===== src/rtl/id_stage_scb.sv =====
// id_stage_scb: registered RV32IM decode stage with valid/ready handshake, EX-to-ID forwarding
// and a busy-register scoreboard that stalls consumers of outstanding long-latency results.
module id_stage_scb #(
  parameter int XLEN       = 32,
  parameter int NREG       = 32,
  parameter int M_EXT      = 1,
  parameter int PEND_DEPTH = 4,
  parameter int FWD_EN     = 1
) (
  input  logic            clk,
  input  logic            rst,
  input  logic            inst_valid_i,
  input  logic [31:0]     inst_i,
  input  logic [XLEN-1:0] inst_addr_i,
  output logic            id_ready_o,
  output logic [4:0]      reg1_raddr_o,
  output logic [4:0]      reg2_raddr_o,
  input  logic [XLEN-1:0] reg1_rdata_i,
  input  logic [XLEN-1:0] reg2_rdata_i,
  input  logic [XLEN-1:0] csr_rdata_i,
  input  logic            ex_wen_i,
  input  logic [4:0]      ex_waddr_i,
  input  logic [XLEN-1:0] ex_wdata_i,
  input  logic            long_done_i,
  input  logic [4:0]      long_done_addr_i,
  input  logic            flush_i,
  output logic            valid_o,
  input  logic            ready_i,
  output logic [31:0]     inst_o,
  output logic [XLEN-1:0] inst_addr_o,
  output logic [XLEN-1:0] op1_o,
  output logic [XLEN-1:0] op2_o,
  output logic [XLEN-1:0] reg1_rdata_o,
  output logic [XLEN-1:0] reg2_rdata_o,
  output logic            reg_wen_o,
  output logic [4:0]      reg_w_addr_o,
  output logic [XLEN-1:0] csr_raddr_o,
  output logic            csr_wen_o,
  output logic [XLEN-1:0] csr_waddr_o,
  output logic [XLEN-1:0] csr_rdata_o,
  output logic            mem_ren_o,
  output logic [XLEN-1:0] mem_raddr_o,
  output logic            long_o,
  output logic            illegal_o
);
  localparam int CW = $clog2(PEND_DEPTH + 1);

  logic [6:0]      w_opc, w_f7;
  logic [2:0]      w_f3;
  logic [4:0]      w_rs1, w_rs2, w_rd;
  logic [XLEN-1:0] w_a, w_b, w_imm_i, w_imm_s, w_imm_u, w_op1, w_op2;
  logic            w_legal, w_use1, w_use2, w_wen, w_csr, w_load, w_long;
  logic            w_lk, w_done, w_hazard, w_accept, w_set;
  logic [NREG-1:0] w_clr, w_setv;

  logic [NREG-1:0] r_busy;
  logic [CW-1:0]   r_cnt;
  logic            r_valid, r_wen, r_csr_wen, r_mren, r_long, r_ill;
  logic [31:0]     r_inst;
  logic [4:0]      r_waddr;
  logic [XLEN-1:0] r_pc, r_op1, r_op2, r_rd1, r_rd2, r_csr_addr, r_csr_rdata, r_maddr;

  assign w_opc   = inst_i[6:0];
  assign w_rd    = inst_i[11:7];
  assign w_f3    = inst_i[14:12];
  assign w_rs1   = inst_i[19:15];
  assign w_rs2   = inst_i[24:20];
  assign w_f7    = inst_i[31:25];
  assign w_imm_i = XLEN'($signed(inst_i[31:20]));
  assign w_imm_s = XLEN'($signed({inst_i[31:25], inst_i[11:7]}));
  assign w_imm_u = XLEN'($signed({inst_i[31:12], 12'b0}));

  assign reg1_raddr_o = w_rs1;
  assign reg2_raddr_o = w_rs2;

  assign w_a = (w_rs1 == 5'd0) ? '0 :
               (FWD_EN != 0 && ex_wen_i && ex_waddr_i == w_rs1) ? ex_wdata_i : reg1_rdata_i;
  assign w_b = (w_rs2 == 5'd0) ? '0 :
               (FWD_EN != 0 && ex_wen_i && ex_waddr_i == w_rs2) ? ex_wdata_i : reg2_rdata_i;

  always_comb begin
    w_legal = 1'b0;
    w_use1  = 1'b0;
    w_use2  = 1'b0;
    w_wen   = 1'b0;
    w_csr   = 1'b0;
    w_load  = 1'b0;
    w_long  = 1'b0;
    w_op1   = '0;
    w_op2   = '0;
    case (w_opc)
      7'b0010011: begin
        w_legal = (w_f3 == 3'b001) ? (w_f7 == 7'd0) :
                  (w_f3 == 3'b101) ? (w_f7 == 7'd0 || w_f7 == 7'b0100000) : 1'b1;
        w_use1  = 1'b1;
        w_wen   = 1'b1;
        w_op1   = w_a;
        w_op2   = (w_f3[1:0] == 2'b01) ? XLEN'(w_rs2) : w_imm_i;
      end
      7'b0110011: begin
        w_legal = w_f7 == 7'd0 || (w_f7 == 7'b0100000 && (w_f3 == 3'b000 || w_f3 == 3'b101)) ||
                  (M_EXT != 0 && w_f7 == 7'b0000001);
        w_long  = M_EXT != 0 && w_f7 == 7'b0000001 && w_f3[2];
        w_use1  = 1'b1;
        w_use2  = 1'b1;
        w_wen   = !w_long;
        w_op1   = w_a;
        w_op2   = w_b;
      end
      7'b0000011: begin
        w_legal = w_f3 != 3'b011 && w_f3[2:1] != 2'b11;
        w_use1  = 1'b1;
        w_load  = 1'b1;
        w_long  = 1'b1;
        w_op1   = w_a;
        w_op2   = w_imm_i;
      end
      7'b0100011: begin
        w_legal = !w_f3[2] && w_f3 != 3'b011;
        w_use1  = 1'b1;
        w_use2  = 1'b1;
        w_op1   = w_a;
        w_op2   = w_imm_s;
      end
      7'b1100011: begin
        w_legal = w_f3[2:1] != 2'b01;
        w_use1  = 1'b1;
        w_use2  = 1'b1;
        w_op1   = w_a;
        w_op2   = w_b;
      end
      7'b1101111: begin
        w_legal = 1'b1;
        w_wen   = 1'b1;
        w_op1   = inst_addr_i;
        w_op2   = XLEN'(4);
      end
      7'b1100111: begin
        w_legal = w_f3 == 3'b000;
        w_use1  = 1'b1;
        w_wen   = 1'b1;
        w_op1   = inst_addr_i;
        w_op2   = XLEN'(4);
      end
      7'b0110111: begin
        w_legal = 1'b1;
        w_wen   = 1'b1;
        w_op1   = w_imm_u;
      end
      7'b0010111: begin
        w_legal = 1'b1;
        w_wen   = 1'b1;
        w_op1   = inst_addr_i;
        w_op2   = w_imm_u;
      end
      7'b1110011: begin
        w_legal = w_f3[1:0] != 2'b00;
        w_use1  = !w_f3[2];
        w_wen   = 1'b1;
        w_csr   = 1'b1;
        w_op1   = w_f3[2] ? XLEN'(w_rs1) : w_a;
        w_op2   = csr_rdata_i;
      end
      default: ;
    endcase
  end

  // A retirement only counts when it targets a register that is actually busy
  assign w_done   = long_done_i && r_busy[long_done_addr_i];
  assign w_lk     = w_legal && w_long;
  assign w_hazard = (w_legal && w_use1 && r_busy[w_rs1] && !(w_done && long_done_addr_i == w_rs1)) ||
                    (w_legal && w_use2 && r_busy[w_rs2] && !(w_done && long_done_addr_i == w_rs2)) ||
                    (w_lk && r_busy[w_rd]) ||
                    (w_lk && r_cnt == CW'(PEND_DEPTH) && !w_done);
  assign id_ready_o = (!r_valid || ready_i) && !w_hazard && !flush_i;
  assign w_accept   = inst_valid_i && id_ready_o;
  assign w_set      = w_accept && w_lk && w_rd != 5'd0;
  assign w_clr      = w_done ? NREG'(1) << long_done_addr_i : '0;
  assign w_setv     = w_set ? NREG'(1) << w_rd : '0;

  always_ff @(posedge clk or negedge rst) begin
    if (!rst) begin
      r_busy <= '0;
      r_cnt  <= '0;
    end else begin
      r_busy <= (r_busy & ~w_clr) | w_setv;
      r_cnt  <= r_cnt + CW'(w_set) - CW'(w_done);
    end
  end

  always_ff @(posedge clk or negedge rst) begin
    if (!rst) begin
      r_valid     <= 1'b0;
      r_wen       <= 1'b0;
      r_csr_wen   <= 1'b0;
      r_mren      <= 1'b0;
      r_long      <= 1'b0;
      r_ill       <= 1'b0;
      r_inst      <= '0;
      r_pc        <= '0;
      r_op1       <= '0;
      r_op2       <= '0;
      r_rd1       <= '0;
      r_rd2       <= '0;
      r_waddr     <= '0;
      r_csr_addr  <= '0;
      r_csr_rdata <= '0;
      r_maddr     <= '0;
    end else if (flush_i || ((!r_valid || ready_i) && !w_accept)) begin
      r_valid   <= 1'b0;
      r_wen     <= 1'b0;
      r_csr_wen <= 1'b0;
      r_mren    <= 1'b0;
      r_long    <= 1'b0;
      r_ill     <= 1'b0;
    end else if (w_accept) begin
      r_valid     <= 1'b1;
      r_wen       <= w_legal && w_wen;
      r_csr_wen   <= w_legal && w_csr;
      r_mren      <= w_legal && w_load;
      r_long      <= w_lk;
      r_ill       <= !w_legal;
      r_inst      <= inst_i;
      r_pc        <= inst_addr_i;
      r_op1       <= w_op1;
      r_op2       <= w_op2;
      r_rd1       <= w_a;
      r_rd2       <= w_b;
      r_waddr     <= w_rd;
      r_csr_addr  <= XLEN'(inst_i[31:20]);
      r_csr_rdata <= csr_rdata_i;
      r_maddr     <= w_a + w_imm_i;
    end
  end

  assign valid_o      = r_valid;
  assign inst_o       = r_inst;
  assign inst_addr_o  = r_pc;
  assign op1_o        = r_op1;
  assign op2_o        = r_op2;
  assign reg1_rdata_o = r_rd1;
  assign reg2_rdata_o = r_rd2;
  assign reg_wen_o    = r_wen;
  assign reg_w_addr_o = r_waddr;
  assign csr_raddr_o  = r_csr_addr;
  assign csr_waddr_o  = r_csr_addr;
  assign csr_wen_o    = r_csr_wen;
  assign csr_rdata_o  = r_csr_rdata;
  assign mem_ren_o    = r_mren;
  assign mem_raddr_o  = r_maddr;
  assign long_o       = r_long;
  assign illegal_o    = r_ill;
endmodule

===== config.mk =====
export PLATFORM = sky130hd
export DESIGN_NAME = id_stage_scb
export DESIGN_NICKNAME = d
export VERILOG_FILES = /design/src/rtl/id_stage_scb.sv
export SDC_FILE = /design/constraint.sdc
export NUM_CORES = 1
export LEC_CHECK = 0
export CAP_MARGIN = 20
export CORE_AREA = 2 2 212 214
export DETAILED_ROUTE_END_ITERATION = 8
export DIE_AREA = 0 0 214 216
export DONT_BUFFER_PORTS = 1
export GPL_TIMING_DRIVEN = 0
export PLACE_DENSITY = 0.63
export RECOVER_POWER = 100
export SYNTH_ARGS = -nofsm -noshare
export SYNTH_HDL_FRONTEND = slang
export SYNTH_SLANG_ARGS = --single-unit

===== constraint.sdc =====
create_clock -name clk -period 8.08 [get_ports clk]
set_clock_uncertainty 0.15 [all_clocks]
set_input_delay 0.404 -clock clk [delete_from_list [all_inputs] [get_ports clk]]
set_output_delay 0.404 -clock clk [all_outputs]
set_load 0.02 [all_outputs]

# ---- After elaboration in Yosys (flattened, before gate mapping)
# Index checks and enable logic that the tools add are counted.
dict set report totals {
  mem_count 0
  reg_bits 314
  ram_bits 0
  latchBits 0
  elab_cells 156
  mem_bits_ro 0
  inputBits 209
  out_inout_bits 342
}
dict set report op_classes {
  n_addsub 3
  magnitude_cmp 4
  div_mod_pow 0
  mux 39
  multipliers 0
  shifts 2
  n_reduce_logical 63
  eq_ne 23
  bitwise 4
}
# op n
set ops {}
lappend ops {{$mux W32} 8}
lappend ops {{$pmux W32 S7} 1}
lappend ops {{$pmux W32 S4} 1}
lappend ops {{$shl A1 B5 Y32 const A} 2}
lappend ops {{$add A32 B32 Y32} 1}
lappend ops {{$and A32 B32 Y32} 1}
lappend ops {{$not A32 Y32} 1}
lappend ops {{$or A32 B32 Y32} 1}
lappend ops {{$eq A7 B6 Y1 const B} 4}
lappend ops {{$eq A7 B7 Y1 const B} 4}
lappend ops {{$logic_and A1 B1 Y1} 28}
lappend ops {{$lt A5 B6 Y1 const B} 4}
lappend ops {{$mux W1} 21}
lappend ops {{$bmux W1 S5} 4}
lappend ops {{$eq A5 B5 Y1} 4}
lappend ops {{$eq A7 B5 Y1 const B} 2}
lappend ops {{$reduce_or A6 Y1} 2}
lappend ops {{$logic_not A1 Y1} 10}
lappend ops {{$logic_not A5 Y1} 2}
lappend ops {{$logic_or A1 B1 Y1} 9}
lappend ops {{$reduce_or A3 Y1} 3}
lappend ops {{$pmux W1 S8} 1}
lappend ops {{$eq A7 B1 Y1 const B} 1}
lappend ops {{$eq A7 B2 Y1 const B} 1}
lappend ops {{17 further kinds} 22}

# ---- Longest topological paths before layout
dict set report logic_depth {
  word_depth 21
  depth_mapped 20
  depth_no_buf 17
}

# ---- Worst setup path before layout
# Ideal clock, no wire load.
dict set report synth_path {
  path_type {input-to-reg}
  start {input inst_i[16]}
  end {register r_maddr[27], in the netlist mem_raddr_o[27]}
  path_buffers 3
  cell_stages 18
  setup_time_ns 0.077
  slack_ns 3.531
  required_time_ns 7.853
  arrival_time_ns 4.322
  path_cell_list {buf_1 -> xor2_1 -> nor4_1 -> and3_1 -> clkbuf_1 -> buf_1 -> mux2i_1 -> nor2_1 -> ha_1 -> o21ai_0 -> o21ai_0 -> nand4_1 -> a21boi_0 -> a21oi_1 -> a31oi_1 -> a41oi_1 -> xor2_1 -> o21ai_1}
}
dict set report synth_between {
  word_cells_on_any_way 25
  cone_classes {1 x add/sub; 2 x eq/ne; 4 x mux; 1 x bitwise; 17 x reduce/logical}
}
# element line
set synth_lines {}
lappend synth_lines {{from (decl)} 13} ;# input logic [31:0] inst_i,
lappend synth_lines {{$eq A5 B5 Y1} 77} ;# (FWD_EN != 0 && ex_wen_i && ex_waddr_i == w_rs1) ? ex_wdata_i : reg1_rdata_i;
lappend synth_lines {{$logic_and A1 B1 Y1} 77}
lappend synth_lines {{$mux W32} 77}
lappend synth_lines {{$mux W32 (*)} 76} ;# assign w_a = (w_rs1 == 5'd0) ? '0 :
lappend synth_lines {{via w_a[2]} 51} ;# logic [XLEN-1:0] w_a, w_b, w_imm_i, w_imm_s, w_imm_u, w_op1, w_op2;
lappend synth_lines {{$add A32 B32 Y32 (*)} 232} ;# r_maddr <= w_a + w_imm_i;
lappend synth_lines {{to (signal assigned)} 232}
lappend synth_lines {{to (decl)} 61} ;# logic [XLEN-1:0] r_pc, r_op1, r_op2, r_rd1, r_rd2, r_csr_addr, r_csr_rdata, r_maddr;
# Mark *: on every way through the listed nets, which the timed path passes. The rest lies on a longest branch. The select of a mux whose other input is x is not followed.
# A chain may end at the register's enable or synchronous reset.

# ---- Worst setup path in the final report
dict set report layout_path {
  start {input inst_i[18]}
  end {register r_maddr[27], in the netlist mem_raddr_o[27]}
}
# Same word-level chain as after synthesis.

==> summary.md <==
| Metric | Value |
|---|---|
| Switching part of the total | `33.6%` |
| Initial antenna violation count | `31` |
| CP peak stage delay | `830 ps` |
| Internal Power | `3.07 mW` |
| Num Clock Sinks | `297` |
| Failing checks | `max-capacitance violations, max-slew violations` |
| Fill cells | `4186` |
| CP Capture Type | `register` |
| Syn_area_per_cell | `10.6 µm²` |
| Initial core utilization | `38.3%` |
| Post-synthesis sequential area ratio | `44.3%` |
| Post-cts repair resize count | `0` |
| Sequential share of power | `45.5%` |
| Combinational share of power | `16.4%` |
| Max cap viols | `1` |
| Die height | `216 µm` |
| First-pass GRT wire length | `110000 µm` |
| DRC Markers | `0` |
| Worst path cell trace | `clkbuf_1 -> xor2_1 -> nor4_1 -> and3_1 -> clkbuf_1 -> clkbuf_1 -> mux2i_1 -> nor2_1 -> ha_1 -> a211oi_1 -> o21ai_0 -> nand4_1 -> a21boi_0 -> a21oi_1 -> a31oi_1 -> a41oi_1 -> xor2_1 -> o21ai_0` |
| Setup violators final | `0` |
| Share of cells above drive strength 1 | `17.3%` |
| Post-synthesis cell count | `1586` |
| Cell Rows | `77` |
| Final hold vios | `0` |
| Leakage | `8.21 nW` |
| Number of H-tree levels | `2` |
| Area Growth Syn to Fin | `18.1%` |
| Net Switching | `1.55 mW` |
| Total CTS buffers | `36` |
| CP top delay family | `compound AO/OA/AOI/OAI gates` |
| Post-synth top flop | `dfrtp_1` |
| Port bufs | `0` |
| Vias | `14787` |
| Most common cell in the netlist | `dfrtp_1` |
| CTS Hold Bufs | `95` |
| Cell Area, Synth | `16800 µm²` |
| Slew Viols, Final | `134` |
| RSZ-0062 raised after global routing | `no` |
| Die width | `214 µm` |
| Clock root buffer | `clkbuf_16` |
| Slew @ Worst Pin | `3610 ps` |
| Share of the synthesized area in the top cell type | `44.3%` |
| Largest net degree at the start of global routing | `298` |
| Vias in the first global route | `14507` |
| EDFF count, synth | `0` |
| Maximum VDD drop | `0.122 mV` |
| Max_slew headroom | `-141%` |
| Synth cell count leaders | `297 x dfrtp_1, 157 x nand2_1, 156 x mux2_2, 141 x o21ai_0, 91 x buf_4` |
| IO Pins | `551` |
| CP Launch Type | `input pin` |
| Outcome | `finished with violations` |
| Clk slew on worst S/H paths | `60 ps` |
| Synthesis-stage register bit count | `297` |
| Period Utilization, post-route | `78.1%` |
| Tot Pwr | `4.62 mW` |
| Min-Delay Path Class | `input pin to register` |
| Worst-skew pair later-pin latency | `540 ps` |
| Critical path's most frequent cell | `clkbuf_1` |
| Fmax | `0.158 GHz` |
| Clock share of power | `38.2%` |
| Setup Fix Bufs, Post-CTS | `0` |
| Arrival @ worst endpoint | `6630 ps` |
| Final min period | `6310 ps` |
| Crit-path max FO | `10` |
| Asr flop ratio synth | `100%` |
| CTS tree | `built` |
| Longest Clk Path Bufs | `3` |
| Final net count | `2008` |
| TNS Setup | `0 ps` |
| Initial DRC count | `1735` |
| Synth top area cells | `dfrtp_1 44%, mux2_2 10%, mux2i_1 4.4%, o21ai_0 4.2%, buf_4 4.1%` |
| Reg2reg setup slack | `2050 ps` |
| Unique cell type count in the Yosys netlist | `70` |
| Core footprint | `43800 µm²` |
| DR WL/cell | `32.6 µm` |
| Buffers and inverters on the worst path | `3` |
| Area leader, netlist | `dfrtp_1` |
| Min Hold Slack | `14.8 ps` |
| Post-DP HPWL | `59900 µm` |
| Yosys warns | `0` |
| CP max stage cell | `clkbuf_1` |
| Grt total ovfl | `0` |
| Core Util, Final | `45.2%` |
| Final WL | `78600 µm` |
| Drt pass-1 iters | `7` |
| Required @ worst endpoint | `8400 ps` |
| DRT antenna net count | `0` |
| Die Footprint | `46200 µm²` |
| GRT Util Overall | `33.3%` |
| DR vias/cell | `6.13` |
| Setup Crit Path Kind | `input pin to register` |
| Final GP Congestion | `0.982` |
| Pwr dens | `233 nW/µm²` |
[flip-flops by register name, summed over array words and instances (netlist names), 3 cells and up]
name          cells
mem_raddr_o      32
csr_rdata_o      32
op1_o            32
inst_o           32
inst_addr_o      32
r_cnt             3
reg2_rdata_o     32
r_busy           32
reg1_rdata_o     32
op2_o            32
[worst min-delay path: cells and delay by family]
kind,cells,cell delay (ps)
xor gates and xnor gates,2,200
AOI/OAI and AO/OA,1,70
[kinds of logic (layout without fill, tap and decap cells)]
kind of cell	count (synthesis)	count (layout)	share of synthesized area, %
multiplexers	258	258	18.6
adder cells (fa/ha/maj)	35	35	2.70
XOR/XNOR	51	51	2.66
other	1	69	0.0224
AO/OA/AOI/OAI	390	390	15.1
AND/OR/NAND/NOR	345	345	9.48
flip-flops	297	297	44.3
buffers and inverters	209	375	7.12
[through the flow]
stage	cells	setup WS, ps	cell area (µm²)
final	2412	1770	19800
after global routing	2406	1480	19800
after CTS	2380	2010	20000
after detailed placement	2220	1450	17700
after global placement	2217	1320	17700
after floorplan	1625	3530	16900
[worst paths after layout]
check | startpoint | end | cells past startpoint
worst max register to register | r_busy[20]$_DFF_PN0_ | inst_addr_o[25]$_DFFE_PN0P_ | 10
worst max-delay path | inst_i[18] | mem_raddr_o[27]$_DFFE_PN0P_ | 18
max in group asynchronous | rst | reg2_rdata_o[12]$_DFFE_PN0P_ | 2
worst min-delay path | inst_i[31] | mem_raddr_o[31]$_DFFE_PN0P_ | 3
worst min register to register | r_cnt[2]$_DFF_PN0_ | r_cnt[2]$_DFF_PN0_ | 1
min in group asynchronous | rst | reg1_rdata_o[3]$_DFFE_PN0P_ | 2
[placed cells by master, fill, tap and decap left out, drive strengths merged, types with 28 or more instances in the layout]
cell,synthesis,final
dfrtp,297,297
clkbuf,60,182
o21ai,177,177
nand2,157,157
mux2,156,156
dlygate4sd3,0,95
nor2,78,78
mux2i,74,74
buf,130,66
a21oi,46,46
conb,1,40
ha,33,33
a222oi,31,31
xor2,30,30
o31ai,30,30
diode,0,29
mux4,28,28
[power by group through the flow]
stage | clock network, mW | logic (mW) | registers [mW]
after CTS | 1.78 | 0.776 | 2.10
after detailed placement | 0 | 0.687 | 2.12
after global placement | 0 | 0.668 | 2.12
after global routing | 1.84 | 0.818 | 2.11
final | 1.76 | 0.757 | 2.10
after floorplan | 0 | 0.532 | 2.03
[final cells by class]
class,count,area [µm²],share of cell area (%)
clock buffers,52,1070,5.41
repair buffers,101,1030,5.21
clock inverters,13,206,1.04
plain buffers,190,911,4.60
flip-flops and latches,297,7430,37.5
multi-input cells,1119,8280,41.8
diodes,29,72.6,0.366
inverters,19,71.3,0.360
well taps,592,741,3.74
[per-layer routing]
metal	vias to the layer above	global-route usage (%)	share of wire, %
met5	-	0	0.083
met4	10	24.3	8.2
met3	277	9.92	10
met2	1016	54.4	47
met1	7389	37.1	34
li1	6095	-	-
(Power assumes the default switching activity.)
